`src/rtl/lsu.sv`:
```
// Load/store unit: one word-aligned valid/ready bus transaction per request,
// returning the lane-extracted load result or a misalignment fault to writeback.
module lsu #(
  parameter int WIDTH = 32
) (
  input  logic             clk,
  input  logic             rst_n,
  input  logic             in_valid,
  output logic             in_ready,
  input  logic             in_store,
  input  logic [2:0]       in_funct3,
  input  logic [WIDTH-1:0] in_addr,
  input  logic [WIDTH-1:0] in_wdata,
  input  logic [4:0]       in_rd,
  output logic             mem_valid,
  input  logic             mem_ready,
  output logic             mem_we,
  output logic [WIDTH-1:0] mem_addr,
  output logic [WIDTH-1:0] mem_wdata,
  output logic [3:0]       mem_wstrb,
  input  logic [WIDTH-1:0] mem_rdata,
  output logic             out_valid,
  input  logic             out_ready,
  output logic [WIDTH-1:0] out_data,
  output logic [4:0]       out_rd,
  output logic             out_wen,
  output logic             out_fault
);

  typedef enum logic [1:0] {IDLE, BUS, RESP} state_t;

  state_t           state, state_next;
  logic             op_store;
  logic [2:0]       op_funct3;
  logic [1:0]       op_lane;
  logic             accept;
  logic             fault;
  logic [WIDTH-1:0] wdata_enc;
  logic [3:0]       wstrb_enc;
  logic [7:0]       lbyte;
  logic [15:0]      lhalf;
  logic [WIDTH-1:0] load_val;

  assign in_ready  = (state == IDLE);
  assign mem_valid = (state == BUS);
  assign mem_we    = (state == BUS) && op_store;
  assign out_valid = (state == RESP);
  assign accept    = in_valid && in_ready;

  // Stores only support B/H/W; loads additionally allow BU/HU.
  always_comb begin
    fault = 1'b0;
    case (in_funct3)
      3'd0:    fault = 1'b0;
      3'd1:    fault = in_addr[0];
      3'd2:    fault = (in_addr[1:0] != 2'b00);
      3'd4:    fault = in_store;
      3'd5:    fault = in_store || in_addr[0];
      default: fault = 1'b1;
    endcase
  end

  always_comb begin
    wdata_enc = '0;
    wstrb_enc = '0;
    if (in_store) begin
      case (in_funct3[1:0])
        2'd0: begin
          wdata_enc = {4{in_wdata[7:0]}};
          wstrb_enc = 4'b0001 << in_addr[1:0];
        end
        2'd1: begin
          wdata_enc = {2{in_wdata[15:0]}};
          wstrb_enc = 4'b0011 << {in_addr[1], 1'b0};
        end
        default: begin
          wdata_enc = in_wdata;
          wstrb_enc = 4'b1111;
        end
      endcase
    end
  end

  always_comb begin
    case (op_lane)
      2'd0:    lbyte = mem_rdata[7:0];
      2'd1:    lbyte = mem_rdata[15:8];
      2'd2:    lbyte = mem_rdata[23:16];
      default: lbyte = mem_rdata[31:24];
    endcase
    lhalf = op_lane[1] ? mem_rdata[31:16] : mem_rdata[15:0];
    case (op_funct3)
      3'd0:    load_val = {{(WIDTH-8){lbyte[7]}}, lbyte};
      3'd1:    load_val = {{(WIDTH-16){lhalf[15]}}, lhalf};
      3'd4:    load_val = {{(WIDTH-8){1'b0}}, lbyte};
      3'd5:    load_val = {{(WIDTH-16){1'b0}}, lhalf};
      default: load_val = mem_rdata;
    endcase
  end

  always_comb begin
    state_next = state;
    case (state)
      IDLE:    if (in_valid) state_next = fault ? RESP : BUS;
      BUS:     if (mem_ready) state_next = RESP;
      RESP:    if (out_ready) state_next = IDLE;
      default: state_next = IDLE;
    endcase
  end

  always_ff @(posedge clk) begin
    if (!rst_n) state <= IDLE;
    else        state <= state_next;
  end

  always_ff @(posedge clk) begin
    if (!rst_n) begin
      op_store  <= 1'b0;
      op_funct3 <= '0;
      op_lane   <= '0;
      mem_addr  <= '0;
      mem_wdata <= '0;
      mem_wstrb <= '0;
      out_data  <= '0;
      out_rd    <= '0;
      out_wen   <= 1'b0;
      out_fault <= 1'b0;
    end else begin
      if (accept) begin
        op_store  <= in_store;
        op_funct3 <= in_funct3;
        op_lane   <= in_addr[1:0];
        mem_addr  <= {in_addr[WIDTH-1:2], 2'b00};
        mem_wdata <= wdata_enc;
        mem_wstrb <= wstrb_enc;
        out_rd    <= in_rd;
        out_fault <= fault;
        out_data  <= '0;
        out_wen   <= 1'b0;
      end
      if (state == BUS && mem_ready) begin
        out_data <= op_store ? '0 : load_val;
        out_wen  <= !op_store && (out_rd != 5'd0);
      end
    end
  end

endmodule

```
`config.mk`:
```
export PLATFORM = sky130hd
export DESIGN_NAME = lsu
export DESIGN_NICKNAME = d
export VERILOG_FILES = /design/src/rtl/lsu.sv
export SDC_FILE = /design/constraint.sdc
export NUM_CORES = 1
export LEC_CHECK = 0
export ABC_CLOCK_PERIOD_IN_PS = 4400
export CORE_MARGIN = 2
export CORE_UTILIZATION = 46
export CTS_CLUSTER_DIAMETER = 120
export DETAILED_ROUTE_END_ITERATION = 8
export GPL_ROUTABILITY_DRIVEN = 0
export PLACE_DENSITY = 0.85
export SKIP_CTS_REPAIR_TIMING = 1
export SYNTH_ARGS = -nofsm -noshare
export SYNTH_HDL_FRONTEND = slang
export SYNTH_SLANG_ARGS = --single-unit
```
`constraint.sdc`:
```
create_clock -name clk -period 4.4 [get_ports clk]
set_clock_uncertainty 0.2 [all_clocks]
set_input_delay 0.44 -clock clk [delete_from_list [all_inputs] [get_ports clk]]
set_output_delay 0.44 -clock clk [all_outputs]
set_load 0.1 [all_outputs]
```
==> metrics <==
status finished clean; largest net degree at the start of global routing 87; Clock transition at path regs approximately 0.05 ns; asr flop ratio synth 0%; DRT Pass-1 Iters 6; Synthesis Warnings 0; clock tree buffer depth 2; vias per inst 5.520; crit path DAT 2.50 ns; total CTS buffers 17; EDFF count, synth 0; cell row count 39; DRT Wirelength around 17,000 µm; DRC errors left 0; Clock Tree Root clkbuf_16; final hold viol count 0; n_diodes 0; All-Layer GR Usage a little over a quarter; average routed wire per standard cell 17.57 µm; commonest non-fill, non-tap cell in the layout clkdlybuf4s50_1; hpwl dp 11,690 µm; CP Launch Type flop; Gate Count Post-Synth 593; CP Data Required Time 3.76 ns; register bit total from synthesis ~110; die width 111.1 µm; Setup crit end kind primary output; Final Cycle Share 71.44%; Tmin final 3.143 ns; remaining antenna violation count 0; IO Pins ~220; Placed Area 7443 µm²; Syn Std Cell Area 5279 µm²; vias in the first global route 5,208; Power Density 421.1 nW/µm²; synth unique cells 50; FF-to-FF path depth 5; Worst-Margin Slew between 1 and 1.5 ns; die area 12,350 µm²; Max IR drop VDD around 0.30 mV; Final setup viols 0; Crit Path Max Fanout 7; global-route wire length before repair around 26,000 µm; initial antenna violation count 0; Critical Path Max Stage Delay 1.12 ns; Final Cell Area 8071 µm²; CP max stage cell clkdlybuf4s50_1; fmax 318.2 MHz; Syn Area/Cell 8.902 µm²; Hold WC Path Type flop to flop; layout cell share with drive strength beyond 1 under 10%; crit path kind flop to primary output; Main synth FF type dfxtp_1; nets@finish 895; sequential area share after synthesis 42.85%; H-tree depth 4; Core ar. 11,320 µm²; clock sink count around 110; drt initial violations 401; RSZ-0062 raised after global routing false; hold path depth 2; Congestion Overflow GR 0; Pleak between 0.002 and 0.003 µW; via count 5,194; Max Cap Violations 0; Clock Latency Late Sink approximately 0.40 ns; P&R area growth vs syn 52.90%; commonest non-fill, non-tap cells in the layout clkdlybuf4s50_1 (217), nand2_1 (125), dfxtp_1 (113), a21boi_0 (61), nor2b_1 (27); I/O Buffers approximately 220; Initial Util 46.63%; CP Cell Sequence nor2b_1 > and2_1 > clkdlybuf4s50_1; Max Transition Viols Final 0; Relative slew margins 21.67%; Fin Setup TNS 0 ns; height of the die 111.1 µm; TritonCTS clock tree built
[through the flow]
stage          worst slack [ns]  power, µW  hold WS, ns  util (%)  std cells
6_report                  1.257       3399       0.2617     71.30        941
5_1_grt                   1.176       3511       0.2854     71.30        941
4_1_cts                   1.253       3418       0.2664     71.30        941
3_5_place_dp              1.668       1968       0.2552     65.75        909
3_3_place_gp              1.797       1955       0.2474     65.75        909
2_1_floorplan            0.9715       1711       0.2706         -        594
[power breakdown]
group          internal [µW]  leakage, µW  switching [µW]  total [µW]
clock network            962     0.000292             484        1450
registers               1070     0.000921            39.9        1110
logic                    272      0.00177             567         839
[cell usage after synthesis (all sizes together), types with 2 or more instances]
| cell type | count | share of area [%] |
|---|---|---|
| nor3b | 5 | 0.81 |
| dfxtp | 113 | 43 |
| a21boi | 61 | 8.7 |
| and2 | 4 | 0.52 |
| mux2i | 10 | 1.9 |
| a21o | 17 | 2.4 |
| nor2b | 27 | 3.2 |
| nand2 | 126 | 9.0 |
| o2bb2ai | 5 | 0.83 |
| buf | 25 | 2.7 |
| o31a | 2 | 0.33 |
| nor2 | 9 | 0.69 |
| a32o | 8 | 1.5 |
| or3 | 6 | 0.71 |
| a22oi | 18 | 2.6 |
| a31oi | 3 | 0.64 |
| mux2 | 26 | 5.8 |
| and3b | 4 | 0.66 |
| nand2b | 13 | 1.5 |
| a221oi | 2 | 0.66 |
| a21oi | 8 | 0.83 |
| o21ai | 21 | 2.0 |
| nand3 | 16 | 1.5 |
| a211o | 5 | 0.83 |
| clkbuf | 26 | 1.8 |
| o21a | 2 | 0.28 |
| a32oi | 2 | 0.33 |
| a22o | 17 | 2.8 |
| nand3b | 2 | 0.36 |
[final cells by class]
cell class	instances	area (µm²)
flip-flops and latches	113	2262
clock inverters	13	185.2
clock buffers	19	442.9
well taps	143	178.9
multi-input cells	428	2780
repair buffers	223	2215
fillers	849	3249
inverters	2	7.507
[logic make-up (layout without fill, tap and decap cells)]
logic type	count (synthesis)	count (layout)	share of synthesized area [%]
compound gates	173	173	25.03
flops	113	113	42.85
mux	36	36	7.656
other cells	1	2	0.07104
buf+inv	53	257	4.717
simple gates	217	217	19.67
[registers in the layout (all words and copies together), names as in the netlist]
name	cells
out_wen	1
mem_wstrb	4
mem_wdata	32
out_fault	1
op_store	1
out_data	32
out_rd	5
op_funct3	3
op_lane	2
mem_addr	30
state	2
[path summary, 6_finish.rpt]
path	startpoint	end	slack, ns
max reg2reg	state[1]	mem_addr[28]	1.96
min reg2reg	out_wen	out_wen	0.26
max	state[0]	mem_we	1.26
min	out_wen	out_wen	0.26
[per-layer routing]
layer	global-route usage [%]	vias up	wire, µm
met5	0	-	0
met2	44.46	255	8101
met4	12.26	0	539
met3	9.076	44	1572
li1	-	2457	-
met1	29.58	2438	6316
[critical path, delay by kind of cell (launching register included)]
family	cells	cell delay, ns
buf+inv	1	1.12
simple gates	2	0.49
flops	1	0.48
(Power assumes the default switching activity.)
